[src/rtl/noc_input_port_ctrl.sv]
// Per-input-port controller for a mesh router.
// Buffers incoming flits, looks up the route for each head flit, requests and
// holds an output port from the switch allocator, then streams the packet's
// flits to the crossbar until the tail flit leaves.
module noc_input_port_ctrl #(
  parameter int MESH_SIZE = 3,
  parameter int FLIT_W    = 16,
  parameter int DEPTH     = 4
) (
  input  logic                 clk,
  input  logic                 rst_n,
  input  logic [MESH_SIZE-1:0] router_x,
  input  logic [MESH_SIZE-1:0] router_y,
  input  logic                 in_valid,
  input  logic [FLIT_W-1:0]    in_flit,
  output logic                 in_ready,
  output logic [MESH_SIZE-1:0] rt_dest_x,
  output logic [MESH_SIZE-1:0] rt_dest_y,
  output logic                 rt_read_request,
  input  logic [2:0]           rt_next_hop,
  output logic                 sa_req,
  output logic [2:0]           sa_port,
  input  logic                 sa_grant,
  output logic                 out_valid,
  output logic [FLIT_W-1:0]    out_flit,
  output logic [2:0]           out_port,
  input  logic                 out_ready,
  output logic                 drop_err
);

  localparam int PW = (DEPTH > 1) ? $clog2(DEPTH) : 1;
  localparam int CW = PW + 1;

  typedef enum logic [1:0] {
    IDLE,
    ROUTE,
    ALLOC,
    ACTIVE
  } state_t;

  state_t                 state;
  logic [FLIT_W-1:0]      mem [DEPTH];
  logic [PW-1:0]          rd_ptr;
  logic [PW-1:0]          wr_ptr;
  logic [CW-1:0]          count;
  logic [FLIT_W-1:0]      head_flit;
  logic                   empty;
  logic                   full;
  logic                   push;
  logic                   pop;
  logic                   head_is_start;
  logic                   head_is_end;
  logic [MESH_SIZE-1:0]   dest_x;
  logic [MESH_SIZE-1:0]   dest_y;
  logic [2:0]             port;

  // FIFO status and head-of-queue decode
  always_comb begin
    head_flit     = mem[rd_ptr];
    empty         = (count == '0);
    full          = (count == CW'(DEPTH));
    push          = in_valid & ~full;
    // Type 01/11 starts a packet, type 10/11 ends one.
    head_is_start = head_flit[FLIT_W-2];
    head_is_end   = head_flit[FLIT_W-1];
  end

  // Pop decision: discard stray non-head flits in IDLE, stream in ACTIVE
  always_comb begin
    pop = 1'b0;
    case (state)
      IDLE:    pop = ~empty & ~head_is_start;
      ACTIVE:  pop = ~empty & out_ready;
      default: pop = 1'b0;
    endcase
  end

  // FIFO storage write; contents need no reset since count gates visibility
  always_ff @(posedge clk) begin
    if (push) begin
      mem[wr_ptr] <= in_flit;
    end
  end

  // FIFO pointers and occupancy
  always_ff @(posedge clk) begin
    if (!rst_n) begin
      rd_ptr <= '0;
      wr_ptr <= '0;
      count  <= '0;
    end else begin
      if (push) begin
        wr_ptr <= wr_ptr + PW'(1);
      end
      if (pop) begin
        rd_ptr <= rd_ptr + PW'(1);
      end
      case ({push, pop})
        2'b10:   count <= count + CW'(1);
        2'b01:   count <= count - CW'(1);
        default: count <= count;
      endcase
    end
  end

  // Packet FSM: route lookup, port allocation, streaming, drop pulse
  always_ff @(posedge clk) begin
    if (!rst_n) begin
      state    <= IDLE;
      dest_x   <= '0;
      dest_y   <= '0;
      port     <= '0;
      drop_err <= 1'b0;
    end else begin
      drop_err <= 1'b0;
      case (state)
        IDLE: begin
          if (!empty) begin
            if (head_is_start) begin
              dest_x <= head_flit[2*MESH_SIZE-1:MESH_SIZE];
              dest_y <= head_flit[MESH_SIZE-1:0];
              state  <= ROUTE;
            end else begin
              drop_err <= 1'b1;
            end
          end
        end
        ROUTE: begin
          if ((dest_x == router_x) && (dest_y == router_y)) begin
            port <= '0;
          end else begin
            port <= rt_next_hop;
          end
          state <= ALLOC;
        end
        ALLOC: begin
          if (sa_grant) begin
            state <= ACTIVE;
          end
        end
        ACTIVE: begin
          if (pop && head_is_end) begin
            state <= IDLE;
          end
        end
        default: state <= IDLE;
      endcase
    end
  end

  // Output decode from registered state and FIFO occupancy
  always_comb begin
    in_ready        = ~full;
    rt_dest_x       = dest_x;
    rt_dest_y       = dest_y;
    rt_read_request = (state == ROUTE);
    sa_req          = (state == ALLOC) || (state == ACTIVE);
    sa_port         = port;
    out_port        = port;
    out_valid       = (state == ACTIVE) && !empty;
    out_flit        = out_valid ? head_flit : '0;
  end

endmodule

[config.mk]
export PLATFORM = sky130hd
export DESIGN_NAME = noc_input_port_ctrl
export DESIGN_NICKNAME = d
export VERILOG_FILES = /design/src/rtl/noc_input_port_ctrl.sv
export SDC_FILE = /design/constraint.sdc
export NUM_CORES = 1
export LEC_CHECK = 0
export BUFFER_PORTS_ARGS = -buffer_cell sky130_fd_sc_hd__buf_2
export CORE_AREA = 2 2 99 101
export CTS_CLUSTER_SIZE = 40
export DETAILED_ROUTE_END_ITERATION = 12
export DIE_AREA = 0 0 101 103
export PLACE_DENSITY_LB_ADDON = 0.08
export SETUP_SLACK_MARGIN = 0.3
export SYNTH_ARGS = -nofsm -noshare
export SYNTH_HDL_FRONTEND = slang
export SYNTH_SLANG_ARGS = --single-unit
[constraint.sdc]
create_clock -name clk -period 4.05 [get_ports clk]
set_input_delay 0.81 -clock clk [delete_from_list [all_inputs] [get_ports clk]]
set_output_delay 0.81 -clock clk [all_outputs]
set_load 0.02 [all_outputs]
==> out/results.txt, run 1 <==
worst hold-check path type = register to register
part of the power in combinational logic = 31.8%
post_cts resized = 0
Post-Route Skew = 0.0127 ns
setup violators final = 0
Unique masters post-synth = 36
simple-gate area share of the yosys netlist = 9.22%
first-pass GRT wire length = 10,500 um
Mapped Area = 0.00361 mm2
Tmin final = 2.94 ns
Clock Latency Late Sink = 0.35 ns
DR WL/cell = 16.2 um
most common cell after layout, fill and taps aside = edfxtp_1
outcome = finished clean
layout cells sized above 1 = 32.2%
drc violations = 0
hold buffer count at CTS = 0
pin count of the biggest net entering global routing = 26
Vias/cell = 4.89
most frequent cells in the layout = edfxtp_1, buf_2, dfxtp_1
initial antenna violation count = 0
syn_area_per_cell = 15.4 um2
critical path's top delay family = adder cells
Yosys top cell by area = edfxtp_1
clock group share of total power = 21.8%
post-synthesis register bit count = 85
Synthesized Nets = 274
cells after synthesis = 234
Routed WL = 6720 um
slowest stage delay, CP = 0.54 ns
Synth Area in Adders = 3.67%
via count = 2,030
warnings from Yosys = 0
startpoint types = register
DIE WIDTH = 101 um
# Max-Cap Violations = 0
DP Area = 0.00402 mm2
Port Buf Inserts = 62
net switching power = 808 uW
Area Growth Syn to Fin = 16.0%
Final Hold Fails = 0
Net Sw Frac = 33.0%
stages on the worst setup path = 9
mux contribution to synthesized area = 13.1%
worst-path cell chain = ha_1, inv_1, a2111oi_4, ha_1, inv_1, fa_1, xor2_1, or3_1, a21boi_0
Seq/Total Area, Yosys = 64.9%
post-CTS setup buffers = 0
main combinational cell family by area after synthesis = multiplexers
Slew headroom = 39.7%
hold slack final = 0.486 ns
Critical path buffers and inverters = 2
dominant synthesized flop cell = edfxtp_1
fin area = 0.00419 mm2
Die Ht = 103 um
Final Cycle Share = 72.5%
vias in the first global route = 2,042
Critical Path Sink Type = register
CTS tree = yes
clock root buffer = clkbuf_8
crit-path max FO = 19
clock sink total = 85
Sum Neg Setup Slack = 0 ns
internal power = 1640 uW
WS Path Type = register to register
RSZ-0062 raised after global routing = no
Post-synth EDFFs = 64
Yosys top cell area share = 53.2%
diode count = 0
Num CTS Buffers = 9
GRT Util Overall = 14.0%
Worst Path Arrival = 3.21 ns
Core Area = 0.00946 mm2
power per cell area = 584 mW/mm2
XOR/XNOR share of the synthesized area = 2.43%
clock buffer depth = 2
Async SR Flop Fraction = 0%
WHS Path Cells = 2
# IOs = 63
Peak VDD IR = 222 uV
cell row count = 36
Util after Layout = 44.3%
actual slew at the worst max-slew pin = 0.905 ns
Peak Freq = 341 MHz
drt pass-1 iters = 4
Pins Over Slew Limit = 0
CTS clk-pin slew, worst paths = 0.09 ns
Critical Path RT = 4.33 ns
Leak = 0.00166 uW
Reg power frac = 46.4%
Final Wtd Congestion = 0.711
Slowest cell on crit path = ha_1
CTS H-tree depth = 3
Final #Nets = 336
compound-gate portion of the synthesized area = 3.67%
Starting Density = 38.2%
HPWL Detailed = 4420 um
die area = 0.0104 mm2
Detailed Route Iter0 Violations = 89
reg2reg path depth = 9
total grt overflow = 0
Synth area leaders = edfxtp_1, dfxtp_1, mux4_2, and3_1, ha_1
Routed Antenna Nets = 0
layer usage:
layer | share of wire (%) | track usage [%]
met5 | 0 | 0
met4 | 1.1 | 5.61
met3 | 4.1 | 3.86
met2 | 51 | 24.4
met1 | 44 | 16.4
final cells by class:
| class | count | area (um2) |
|---|---|---|
| Clock buffer | 10 | 128 |
| Clock inverter | 6 | 45.0 |
| Fill cell | 889 | 5270 |
| Inverter | 13 | 48.8 |
| Multi-Input combinational cell | 123 | 1160 |
| Sequential cell | 85 | 2340 |
| Tap cell | 114 | 143 |
| Timing Repair Buffer | 64 | 325 |
cells in the mapped netlist (all sizes together) (2+ instances only):
cell    number
inv         13
nand2b       2
dfxtp       21
nand2       13
nand3b       2
or3          2
nor2b        7
a21boi       3
ha           9
edfxtp      64
mux4        15
mux2i       10
xnor2        6
xor2         4
buf          6
and3        19
mux2         3
and2         6
nor2         2
clkbuf       7
nand3        2
o32ai        2
o21ai        5
power groups by stage:
| stage | Clock, uW | Combinational, uW | Sequential (uW) |
|---|---|---|---|
| detailed placement | 0 | 793 | 1160 |
| CTS | 561 | 796 | 1140 |
| finish | 532 | 778 | 1140 |
| global placement | 0 | 793 | 1150 |
| floorplan | 0 | 579 | 1170 |
| global route | 598 | 875 | 1150 |
sequential cells by signal, indices dropped and copies added (netlist names), named ones only:
name	flops
wr_ptr	2
state	2
rt_dest_y	3
count	3
rt_dest_x	3
out_port	3
drop_err	1
mem	64
rd_ptr	2
final timing paths:
check / end / slack, ns / start
setup / recovery: count[2] / 1.11 / state[0]
hold reg to reg: rd_ptr[1] / 0.49 / rd_ptr[1]
setup reg to reg: count[2] / 1.11 / state[0]
hold / removal: rd_ptr[1] / 0.49 / rd_ptr[1]
cell families after synthesis:
group / after synthesis
buf+inv: 26
flops: 85
fa+ha+maj: 10
compound gates: 16
xor+xnor: 10
simple gates: 59
mux: 28
metrics by stage:
stage	total power (uW)	instances	worst slack (ns)
after CTS	2490	415	1.06
after detailed placement	1950	399	1.10
after global placement	1950	399	1.20
after global routing	2630	415	0.821
after floorplan	1750	234	1.44
final	2450	415	1.11
worst min-delay path, delay by kind of cell, from the launching register on:
family	cells	cell delay, ns
flip-flops	1	0.31
multiplexers	1	0.08
AND/OR/NAND/NOR	1	0.05
Note: power is estimated with default switching activity, not from simulation.
==> run 2, diff against run 1 <==
--- a/config.mk
+++ b/config.mk
@@ -5,6 +5,7 @@
 export SDC_FILE = /design/constraint.sdc
 export NUM_CORES = 1
 export LEC_CHECK = 0
+export ABC_AREA = 1
 export BUFFER_PORTS_ARGS = -buffer_cell sky130_fd_sc_hd__buf_2
 export CORE_AREA = 2 2 99 101
 export CTS_CLUSTER_SIZE = 40
==> constraint.sdc (replaced) <==
create_clock -name clk -period 2.99 [get_ports clk]
set_input_delay 0.598 -clock clk [delete_from_list [all_inputs] [get_ports clk]]
set_output_delay 0.598 -clock clk [all_outputs]
set_load 0.02 [all_outputs]
==> run 2 against run 1 <==
Net effect:
- via count grew 24%
- sequential cell count unchanged
- first-iteration DRC count rose by 54%
- worst setup slack got worse by 0.57 ns
- critical path type is now register to primary output
- register-to-register slack got worse by 0.47 ns
- sequential power rose by 38%
- hold slack lost 0.034 ns
- largest cell class unchanged
==> out/results.txt, run 2 <==
WS Path Type = register to primary output
Sum Neg Setup Slack = 0 ns
Yosys top cell area share = 52.3%
Peak VDD IR = 305 uV
clock group share of total power = 22.8%
Routed WL = 7560 um
Clock Latency Late Sink = 0.36 ns
actual slew at the worst max-slew pin = 0.327 ns
drt pass-1 iters = 4
Vias/cell = 4.77
# IOs = 63
layout cells sized above 1 = 25.2%
Num CTS Buffers = 9
Slew headroom = 78.1%
Worst Path Arrival = 1.85 ns
warnings from Yosys = 0
post-route setup slack = 0.546 ns
Critical Path RT = 2.39 ns
cells after synthesis = 339
crit-path max FO = 17
Mapped Area = 0.00367 mm2
fin area = 0.00432 mm2
cell row count = 36
DP Area = 0.00408 mm2
setup violators final = 0
Critical path buffers and inverters = 4
hold buffer count at CTS = 0
part of the power in combinational logic = 34.8%
syn_area_per_cell = 10.8 um2
slowest stage delay, CP = 0.34 ns
Routed Antenna Nets = 0
first-pass GRT wire length = 11,700 um
critical path's top delay family = buffers and inverters
Post-synth EDFFs = 64
Post-Route Skew = 0.0107 ns
pin count of the biggest net entering global routing = 23
Final #Nets = 448
clock root buffer = clkbuf_8
die area = 0.0104 mm2
DR WL/cell = 14.4 um
Leak = 0.00182 uW
Critical Path Sink Type = primary output
net switching power = 1400 uW
Area Growth Syn to Fin = 17.5%
Placement Setup Slack = 0.626 ns
flop-to-flop setup slack = 0.64 ns
Yosys top cell by area = edfxtp_1
dominant synthesized flop cell = edfxtp_1
CTS clk-pin slew, worst paths = 0.10 ns
worst-path cell chain = clkinv_2, buf_4, nand2_1, a32oi_1, inv_1, nor2_1, buf_2
Slowest cell on crit path = dfxtp_1
# Max-Cap Violations = 0
diode count = 0
Reg power frac = 42.4%
power per cell area = 856 mW/mm2
most common cell in the netlist = nor2_1
Final Cycle Share = 81.7%
clock buffer depth = 2
total grt overflow = 0
Synthesized Nets = 379
Tmin final = 2.44 ns
Final Hold Fails = 0
Core Area = 0.00946 mm2
Detailed Route Iter0 Violations = 137
post-synthesis register bit count = 85
internal power = 2290 uW
DIE WIDTH = 101 um
RSZ-0062 raised after global routing = no
most frequent cells in the layout = nor2_1, edfxtp_1, buf_2
via count = 2,513
Pins Over Slew Limit = 0
Die Ht = 103 um
vias in the first global route = 2,274
CTS H-tree depth = 3
clock sink total = 85
Unique masters post-synth = 29
Reg with most FFs = mem
initial antenna violation count = 0
GRT Util Overall = 15.2%
Final Wtd Congestion = 0.796
Peak Freq = 409 MHz
worst hold-check path type = input pin to register
drc violations = 0
HPWL Detailed = 4900 um
Async SR Flop Fraction = 0%
hold slack final = 0.452 ns
Net Sw Frac = 38.0%
Synth area leaders = edfxtp_1, dfxtp_1, nor2_1, o21ai_0, nand2_1
Port Buf Inserts = 62
startpoint types = register
outcome = finished clean
most common cell after layout, fill and taps aside = nor2_1
Final Total Pwr = 3690 uW
# fillers = 912
CTS tree = yes
commonest cells in the synthesized netlist = nor2_1, edfxtp_1, nand2_1
max reg flops = 64
Seq/Total Area, Yosys = 63.8%
Starting Density = 38.8%
-- run 2: changes by cell type in the layout (fill, tap and decap cells not counted), sizes merged, moves of 8 or more --
| cell | previous run | this run |
|---|---|---|
| mux4 | 15 | 0 |
| a21oi | 0 | 28 |
| nand3 | 2 | 11 |
| nand2 | 13 | 43 |
| buf | 64 | 72 |
| mux2i | 10 | 0 |
| and3 | 19 | 0 |
| o21ai | 5 | 31 |
| inv | 16 | 33 |
| nor2 | 2 | 70 |
-- run 2: cell type report --
type,count,area [um2],share of cell area (%)
repair buffers,72,398,9.22
inverters,31,121,2.81
clock buffers,9,124,2.87
well taps,114,143,3.30
flip-flops and latches,85,2350,54.3
multi-input cells,209,1110,25.6
clock inverters,7,78.8,1.83
-- run 2: routing by layer --
metal	vias up	global-route usage [%]	share of wire, %	wire length [um]
li1	1281	-	-	-
met1	1171	20.1	48	3630
met2	48	24.8	47	3550
met3	13	2.98	3.5	265
met4	0	5.93	1.6	118
met5	-	0	0	0
-- run 2: kinds of logic after synthesis --
kind of cell	synth area share [%]
AOI/OAI and AO/OA	10.2
adders and majority gates	3.61
and+or+nand+nor	14.6
xor gates and xnor gates	1.67
DFF	63.8
buffers and inverters	6.20
-- run 2: power by group through the flow --
stage	Combinational (uW)	Clock [uW]	Sequential, uW
after floorplan	934	0	1640
after global placement	1300	0	1590
after detailed placement	1290	0	1590
after CTS	1300	861	1570
after global routing	1470	907	1590
final	1290	840	1570
-- run 2: stage by stage --
step	util (%)	std cells
floorplan	-	339
global placement	43.2	510
detailed placement	43.2	510
CTS	45.3	526
global route	45.6	527
finish	45.6	527
-- run 2: what timing repair did --
action                                  4_1_cts  5_1_grt
gates resized for setup                       0        6
buffers inserted                              0        1
endpoints found under the setup margin        0       17
-- run 2: path summary, 6_finish.rpt --
kind               from          end  cells past startpoint
max            register  out_flit[3]                      7
min          in_flit[9]    mem[3][9]                      1
max reg2reg    state[0]     count[2]                     14
min reg2reg   rd_ptr[1]     register                      2
-- run 2: worst reg2reg max path: stages, from the launching register on --
cell	delay, ns
dfxtp_2	0.36
inv_1	0.06
ha_1	0.28
inv_1	0.07
o21ai_0	0.08
nor2_1	0.14
nand2_1	0.09
inv_1	0.12
ha_1	0.15
inv_1	0.06
fa_1	0.37
a21oi_1	0.14
o21ai_0	0.12
o21ai_0	0.15
a21oi_1	0.05
==> run 3, diff against run 2 <==
==> constraint.sdc (replaced) <==
create_clock -name clk -period 2 [get_ports clk]
set_input_delay 0.4 -clock clk [delete_from_list [all_inputs] [get_ports clk]]
set_output_delay 0.4 -clock clk [all_outputs]
set_load 0.02 [all_outputs]
==> run 3 against run 2 <==
Net effect:
- the run now ends with setup timing left
- final cell count rose by 11%
- via count increased by 13%
- hold slack got worse by 0.20 ns
- combinational power increased to 3.1 times the previous value
- sequential cell count stayed put
- global-route usage increased by 3.4 points
- critical endpoint is now out_flit[15]
- highest routed layer unchanged
==> out/results.txt, run 3 (same netlist as run 2, synthesis figures left out) <==
Worst Path Arrival = 1.65 ns
CTS H-tree depth = 3
Sum Neg Setup Slack = -0.462 ns
die area = 0.0104 mm2
pin count of the biggest net entering global routing = 19
Critical Path Sink Type = primary output
Leak = 0.00231 uW
initial antenna violation count = 0
Vias/cell = 4.82
Final Cycle Share = 103%
post-route setup slack = -0.0515 ns
CTS clk-pin slew, worst paths = 0.09 ns
# IOs = 63
clock sink total = 85
drt pass-1 iters = 4
M1 GR Usage = 23.8%
Core Area = 0.00946 mm2
Area Growth Syn to Fin = 53.1%
CTS tree = yes
WS Path Type = register to primary output
most common cell after layout, fill and taps aside = edfxtp_1
Routed Antenna Nets = 0
Routed WL = 9110 um
hold buffer count at CTS = 0
DIE WIDTH = 101 um
clock root buffer = clkbuf_8
Final Wtd Congestion = 0.859
Reg with most FFs = mem
RSZ-0062 raised after global routing = yes
cell row count = 36
Final Total Pwr = 7650 uW
# fillers = 771
first-pass GRT wire length = 14,200 um
Critical Path RT = 1.60 ns
Slew headroom = 73.4%
power per cell area = 1360 mW/mm2
total grt overflow = 0
Die Ht = 103 um
GRT Util Overall = 18.6%
diode count = 0
outcome = finished with violations
Port Buf Inserts = 62
startpoint types = register
Util after Layout = 59.4%
drc violations = 0
Pins Over Slew Limit = 0
layout cells sized above 1 = 47.8%
clock buffer depth = 2
# Max-Cap Violations = 0
Most Crowded Layer GR = met2
GR Util met2 = 30.8%
worst hold-check path type = input pin to register
failing checks = setup timing
HPWL Detailed = 5120 um
Post-Route Skew = 0.0117 ns
setup violators final = 18
Final Hold Fails = 0
global routing usage on met3 = 3.59%
Tmin final = 2.05 ns
Num CTS Buffers = 9
Peak VDD IR = 576 uV
vias in the first global route = 2,720
flop-to-flop setup slack = -0.05 ns
Final #Nets = 508
DR WL/cell = 15.5 um
Clock Latency Late Sink = 0.36 ns
crit-path max FO = 5
via count = 2,829
most frequent cells in the layout = edfxtp_1, nor2_1, buf_2
Peak Freq = 487 MHz
max reg flops = 64
Detailed Route Iter0 Violations = 93
actual slew at the worst max-slew pin = 0.394 ns
Starting Density = 38.8%
## run 3: cell type report
class	instances	area [um2]	area share [%]
flip-flops and latches	85	2350	41.9
multi-input cells	209	1460	25.9
repair buffers	132	1340	23.8
well taps	114	143	2.54
inverters	31	134	2.38
clock buffers	9	124	2.20
clock inverters	7	72.6	1.29
## run 3: critical path, stage by stage (launching register included)
cell and delay (ns):
dfxtp_4 0.39, ha_4 0.15, inv_2 0.04, buf_6 0.11, nor2_4 0.11, inv_4 0.08
buf_12 0.15, a21oi_4 0.13, buf_6 0.14
## run 3: final timing paths
| kind | start | end | depth (start not counted) |
|---|---|---|---|
| setup / recovery | state[0] | out_flit[15] | 8 |
| setup reg to reg | state[1] | count[2] | 14 |
| hold reg to reg | rd_ptr[1] | register | 2 |
| hold / removal | in_flit[4] | mem[0][4] | 1 |
## run 3: report_power, final
group          internal (uW)  leakage (uW)  switching (uW)  total (uW)
clock network            582     0.0000976             631        1210
logic                   2120       0.00145            1920        4050
registers               2190      0.000762             194        2390
## run 3: through the flow
step	setup slack (ns)	instance area (um2)	hold WS [ns]	instances
after floorplan	0.00296	3770	0.465	339
after global placement	-0.0439	4340	0.492	525
after detailed placement	-0.0597	4340	0.492	525
after CTS	-0.0988	5540	0.236	582
after global routing	-0.225	5620	0.235	587
final	-0.0515	5620	0.255	587
## run 3: layer usage
layer | part of all wire [%] | vias up
met5 | 0 | -
met4 | 1.4 | 0
met3 | 3.8 | 12
met2 | 52 | 65
met1 | 43 | 1335
li1 | - | 1417
## run 3: repair_timing
item                       in CTS  in global routing
setup endpoints to repair      21                 26
buffers inserted               32                  5
pin swaps                      23                 17
cloned                          9                  0
gates resized for setup       133                 22
